## config.mk

```make
export PLATFORM = sky130hd
export DESIGN_NAME = redirect_ctl
export DESIGN_NICKNAME = d
export VERILOG_FILES = /design/src/rtl/redirect_ctl_pkg.sv /design/src/rtl/redirect_drain_cnt.sv /design/src/rtl/redirect_ctl.sv
export SDC_FILE = /design/constraint.sdc
export NUM_CORES = 1
export LEC_CHECK = 0
export CORE_UTILIZATION = 35
export CTS_BUF_LIST = sky130_fd_sc_hd__clkbuf_4 sky130_fd_sc_hd__clkbuf_8 sky130_fd_sc_hd__clkbuf_16
export DETAILED_ROUTE_END_ITERATION = 10
export DONT_BUFFER_PORTS = 1
export SYNTH_ARGS = -nofsm -noshare
export SYNTH_HDL_FRONTEND = slang
export SYNTH_HIERARCHICAL = 1
export SYNTH_SLANG_ARGS = --single-unit
```

## constraint.sdc

```tcl
create_clock -name clk -period 1.9 [get_ports clk]
set_input_delay 0.19 -clock clk [delete_from_list [all_inputs] [get_ports clk]]
set_output_delay 0.19 -clock clk [all_outputs]
set_load 0.01 [all_outputs]
```

## src/rtl/redirect_ctl_pkg.sv

```systemverilog
// ============================================================================
// Module      : redirect_ctl_pkg
// Description : Shared types for the front-end redirect sequencer.
// Revision    : 1.0 - initial release
// ============================================================================
`default_nettype none

package redirect_ctl_pkg;

    localparam int c_drain_w = 4;

    typedef enum logic [1:0] {
        ST_IDLE  = 2'd0,
        ST_PEND  = 2'd1,
        ST_DRAIN = 2'd2
    } state_t;

    typedef enum logic {
        SRC_BJ   = 1'b0,
        SRC_TRAP = 1'b1
    } src_t;

endpackage

`default_nettype wire

```

## src/rtl/redirect_drain_cnt.sv

```systemverilog
// ============================================================================
// Module      : redirect_drain_cnt
// Description : Loadable down-counter with zero flag; saturates at zero.
// Revision    : 1.0 - initial release
// ============================================================================
`default_nettype none

module redirect_drain_cnt #(
    parameter int WIDTH = 4
) (
    input  logic             clk,
    input  logic             rst,
    input  logic             i_load,
    input  logic [WIDTH-1:0] i_load_val,
    input  logic             i_dec,
    output logic [WIDTH-1:0] o_count,
    output logic             o_zero
);

    logic [WIDTH-1:0] r_count;

    always_ff @(posedge clk) begin
        if (rst) begin
            r_count <= '0;
        end else if (i_load) begin
            r_count <= i_load_val;
        end else if (i_dec && (r_count != '0)) begin
            r_count <= r_count - WIDTH'(1);
        end
    end

    assign o_count = r_count;
    assign o_zero  = (r_count == '0);

endmodule

`default_nettype wire

```

## src/rtl/redirect_ctl.sv

```systemverilog
// ============================================================================
// Module      : redirect_ctl
// Description : Arbitrates branch/trap redirects, hands the target to fetch
//               and squashes stale fetch responses for a drain window.
// Revision    : 1.0 - initial release
// ============================================================================
`default_nettype none

module redirect_ctl
    import redirect_ctl_pkg::*;
#(
    parameter int XLEN         = 64,
    parameter int DRAIN_CYCLES = 2,
    parameter int CNT_W        = 32
) (
    input  logic             clk,
    input  logic             rst,
    input  logic             stall,
    input  logic             bj_en,
    input  logic [XLEN-1:0]  bj_pc,
    input  logic             trap_en,
    input  logic [XLEN-1:0]  trap_pc,
    input  logic             fetch_ready,
    output logic             redirect_valid,
    output logic [XLEN-1:0]  redirect_pc,
    output logic             flush,
    output logic             squash_fetch,
    output logic             busy,
    output logic [CNT_W-1:0] redirect_cnt
);

    localparam logic [c_drain_w-1:0] c_drain_load = c_drain_w'(DRAIN_CYCLES);
    localparam logic [c_drain_w-1:0] c_drain_last = c_drain_w'(1);

    state_t               r_state, w_state_nxt;
    logic [XLEN-1:0]      r_pc, w_pc_nxt;
    logic [CNT_W-1:0]     r_cnt, w_cnt_nxt;
    logic                 w_req;
    src_t                 w_src;
    logic [XLEN-1:0]      w_sel_pc;
    logic                 w_load;
    logic                 w_dec;
    logic [c_drain_w-1:0] w_drain_cnt;
    logic                 w_drain_zero;

    // Traps are never gated by stall; branches from a stalled EX are not yet real.
    assign w_req    = trap_en | (bj_en & ~stall);
    assign w_src    = trap_en ? SRC_TRAP : SRC_BJ;
    assign w_sel_pc = (w_src == SRC_TRAP) ? trap_pc : bj_pc;

    redirect_drain_cnt #(
        .WIDTH (c_drain_w)
    ) u_drain_cnt (
        .clk        (clk),
        .rst        (rst),
        .i_load     (w_load),
        .i_load_val (c_drain_load),
        .i_dec      (w_dec),
        .o_count    (w_drain_cnt),
        .o_zero     (w_drain_zero)
    );

    always_ff @(posedge clk) begin
        if (rst) begin
            r_state <= ST_IDLE;
            r_pc    <= '0;
            r_cnt   <= '0;
        end else begin
            r_state <= w_state_nxt;
            r_pc    <= w_pc_nxt;
            r_cnt   <= w_cnt_nxt;
        end
    end

    always_comb begin
        w_state_nxt = r_state;
        w_pc_nxt    = r_pc;
        w_cnt_nxt   = r_cnt;
        w_load      = 1'b0;
        w_dec       = 1'b0;
        case (r_state)
            ST_IDLE: begin
                if (w_req) begin
                    w_pc_nxt    = w_sel_pc;
                    w_state_nxt = ST_PEND;
                end
            end
            ST_PEND: begin
                // A trap replaces the offered target and cancels a same-cycle accept;
                // a branch here is wrong-path and ignored.
                if (trap_en) begin
                    w_pc_nxt = trap_pc;
                end else if (fetch_ready) begin
                    w_cnt_nxt = r_cnt + CNT_W'(1);
                    if (DRAIN_CYCLES == 0) begin
                        w_state_nxt = ST_IDLE;
                    end else begin
                        w_load      = 1'b1;
                        w_state_nxt = ST_DRAIN;
                    end
                end
            end
            ST_DRAIN: begin
                if (w_req) begin
                    w_pc_nxt    = w_sel_pc;
                    w_state_nxt = ST_PEND;
                end else begin
                    w_dec = 1'b1;
                    if (w_drain_zero || (w_drain_cnt == c_drain_last)) begin
                        w_state_nxt = ST_IDLE;
                    end
                end
            end
            default: begin
                w_state_nxt = ST_IDLE;
            end
        endcase
    end

    assign redirect_valid = (r_state == ST_PEND);
    assign redirect_pc    = r_pc;
    assign flush          = (r_state != ST_IDLE);
    assign squash_fetch   = (r_state == ST_DRAIN);
    assign busy           = (r_state != ST_IDLE);
    assign redirect_cnt   = r_cnt;

endmodule

`default_nettype wire

```

==> summary.txt <==
Run status
  • Status: finished, violations left
  • Failing checks: negative hold slack

STA
  • Setup TNS: 0 ns
  • Fin. Hold Viols: 95
  • Period utilization: 0.965
  • Unrepaired setup endpoints after global routing: no
  • Fmax: 545 MHz
  • Clk_skew: a little over 0.008 ns
  • Crit path time final: around 1.8 ns
  • Hold WS: -0.0936 ns
  • Final setup fails: 0
  • Final-report max-slew violation count: 0

Placement
  • Inst Count DP: approximately 750
  • DPL Wire Length: slightly below 9000 µm
  • Post-DP Area: 5100 µm²
  • Port buffer count: 0
  • GPL Wtd Cong: between 0.7 and 0.8

Route
  • Met2 WL: around 6500 µm
  • Final ANT Viol Nets: 0
  • Via/cell ratio: ~5.8
  • Wire per inst: 17.2 µm
  • Final routed DRC violation total: 0
  • Vias after detailed routing: between 4,000 and 5,000
  • Metal-1 WL: between 5000 and 6000 µm
  • Routed wl met3: 884 µm
  • 1st-iter DRT viols: 259
  • Wirelength, routed: 13,200 µm
  • Top sig layer: met4
  • First-pass detailed-route iteration total: 7

Critical path
  • R2r worst-path depth: 6
  • Critical R2R Capture: redirect_cnt[5]
  • R2R Path Start: r_state[1]
  • Crit-path cells: and4bb_2 -> buf_6 -> nand4_1 -> xor2_1 -> nor2_1 -> dlygate4sd3_1
  • Startpoint class of the critical path: flop
  • Critical path's slowest cell: dlygate4sd3_1
  • Setup CP Type: reg -> reg
  • Largest stage delay, worst path: roughly 0.55 ns
  • CP max FO: 14
  • Critical Path End Type: flop
  • Req. time, crit path: between 2 and 2.5 ns
  • Worst EP arrival: just over 2 ns
  • Worst R2R Setup Slack: roughly 0.066 ns

GRT
  • Final global-route overflow total: 0
  • First-pass GRT wire length: 20,400 µm
  • Largest net degree at the start of global routing: between 100 and 150
  • Vias in the first global route: 4,102
  • Total global-route track usage: 0.180
  • Initial antenna violation count: 0

Floorplan
  • Die X: between 100 and 150 µm
  • Initial Util: 0.361
  • Die height: between 100 and 150 µm
  • Placeable Area: 13,300 µm²
  • # IOs: 234
  • Die area: approximately 14,000 µm²
  • Row count: 42

Synth
  • Register area share after synthesis: 0.426
  • Post-synth top area cell: dfxtp_1
  • Area contributors post-synth: dfxtp_1 43%, a311oi_1 12%, o21ai_0 7.5%
  • Asr flop ratio synth: 0
  • Post-synth EDFFs: 0
  • Synth warn: 6
  • Mapped Cells: slightly below 600
  • Predominant post-synthesis flop cell: dfxtp_1
  • Syn avg cell area: 8.12 µm²
  • Netlist Area Pre-Place: 4790 µm²
  • Synthesis-stage register bit count: between 100 and 150
  • Most common cell in the netlist: dfxtp_1
  • Netlist cell types: 45
  • Synth top area share: 0.426
  • Commonest cells in the synthesized netlist: 102 x dfxtp_1, 80 x nor2_1, 74 x nand2_1

CTS
  • Clock root buffer: clkbuf_16
  • Number of clock sinks: slightly above 100
  • CTS Buffer Depth: 2
  • Worst-skew pair later-pin latency: 0.35 ns
  • CTS Buf Count: 9
  • H-tree Lvls: 3
  • Clock transition at the registers of the reported paths: ~0.06 ns
  • CTS tree: built
  • Hold Buf Count CTS: 6
  • Post-CTS setup buffers: 0

Worst hold path
  • Hold Path Class: in -> reg
  • HP Start: rst
  • Worst Hold End: r_state[0]
  • Min-Delay Path Depth: 1

Pwr
  • Pwr per Cell Area: around 900 nW/µm²
  • Max IR drop VDD: roughly 0.46 mV
  • Leak: 1.92 nW

Finish
  • Util after Layout: 0.415
  • Antenna Cells: 0
  • Final net count: between 700 and 800
  • Design area: 5520 µm²
  • Layout cells sized above 1: 0.108
  • Layout Cells excl Fill: roughly 770
  • Area Overhead vs Synth: 15.1%

Flow run
  • Max-cap violations: 0
[kinds of logic after synthesis]
| kind of cell | after synthesis | synth area share |
|---|---|---|
| and+or+nand+nor | 224 | 0.230 |
| AOI/OAI and AO/OA | 185 | 0.261 |
| xor gates and xnor gates | 8 | 0.0146 |
| adders and majority gates | 2 | 0.00522 |
| buffers and inverters | 65 | 0.0574 |
| other | 2 | 0.00157 |
| muxes | 2 | 0.00418 |
| DFF | 102 | 0.426 |
[state kept, by name, indices dropped and copies added (netlist names)]
register,count
redirect_pc,64
u_drain_cnt/o_count,4
redirect_cnt,32
r_state,2
[stage by stage]
stage	total power [mW]	hold WS, ns	worst slack, ns
after floorplan	2.92	0.262	0.0171
after global placement	3.00	0.265	0.130
after CTS	5.06	-0.111	0.0227
after detailed placement	3.03	0.264	0.0887
final	4.99	-0.0936	0.0665
after global routing	5.23	-0.109	0.000548
[power by group]
part	internal [mW]	leakage [nW]	total, mW	switching, mW
sequential	2.29	0.839	2.46	0.175
combinational	0.209	0.932	0.512	0.303
clock	1.21	0.151	2.01	0.807
total	3.70	1.92	4.99	1.28
[metal layers]
| layer | vias to the layer above | track usage |
|---|---|---|
| met5 | - | 0 |
| met4 | 0 | 0.0949 |
| met3 | 25 | 0.0431 |
| met2 | 160 | 0.301 |
| met1 | 2097 | 0.213 |
| li1 | 2168 | - |
[critical path: cells and delay by family, from the launching register on]
| kind | cells | cell delay (ns) |
|---|---|---|
| buffers and inverters | 2 | 0.74 |
| and+or+nand+nor | 3 | 0.53 |
| DFF | 1 | 0.30 |
| xor gates and xnor gates | 1 | 0.14 |
[timing repair]
| item | 4_1_cts | 5_1_grt |
|---|---|---|
| endpoints found under the setup margin | 1 | 10 |
| gates resized for setup | 1 | 2 |
| gates cloned | 0 | 1 |
| endpoints found under the hold margin | 101 | 95 |
| pin swaps | 0 | 1 |
[cell type report]
cell class | count | area, µm²
flip-flops and latches | 102 | 2040
clock inverters | 5 | 82.6
fillers | 1333 | 7780
inverters | 8 | 30.0
well taps | 176 | 220
clock buffers | 11 | 246
repair buffers | 40 | 364
multi-input cells | 426 | 2530
[worst max-delay path by stage]
stage	startpoint	endpoint	slack (ns)	depth (start not counted)
2_1_floorplan	r_state[0]	u_drain_cnt/o_count[3]	0.02	7
3_3_place_gp	redirect_cnt[17]	redirect_cnt[31]	0.13	4
3_5_place_dp	redirect_cnt[17]	redirect_cnt[29]	0.09	4
4_1_cts	r_state[0]	redirect_valid	0.02	4
5_1_grt	r_state[1]	redirect_cnt[6]	0.0005	6
6_report	r_state[1]	redirect_cnt[5]	0.07	6
[cells in the final DEF (no fill, tap or decap), drive strengths merged, types with 3 or more instances in the layout]
cell | netlist | layout
and2 | 3 | 3
nand3 | 11 | 11
and4 | 6 | 6
or4 | 16 | 16
nand4 | 12 | 13
conb | 2 | 4
clkbuf | 38 | 11
nand2 | 74 | 74
buf | 19 | 34
or3 | 7 | 7
nor2 | 81 | 81
nor2b | 3 | 3
o21ai | 72 | 72
a311oi | 66 | 66
xor2 | 6 | 6
dlygate4sd3 | 0 | 6
o31ai | 16 | 16
clkinvlp | 0 | 3
a21oi | 25 | 25
dfxtp | 102 | 102
inv | 8 | 8
No activity file was read; power rests on OpenSTA's default activity.
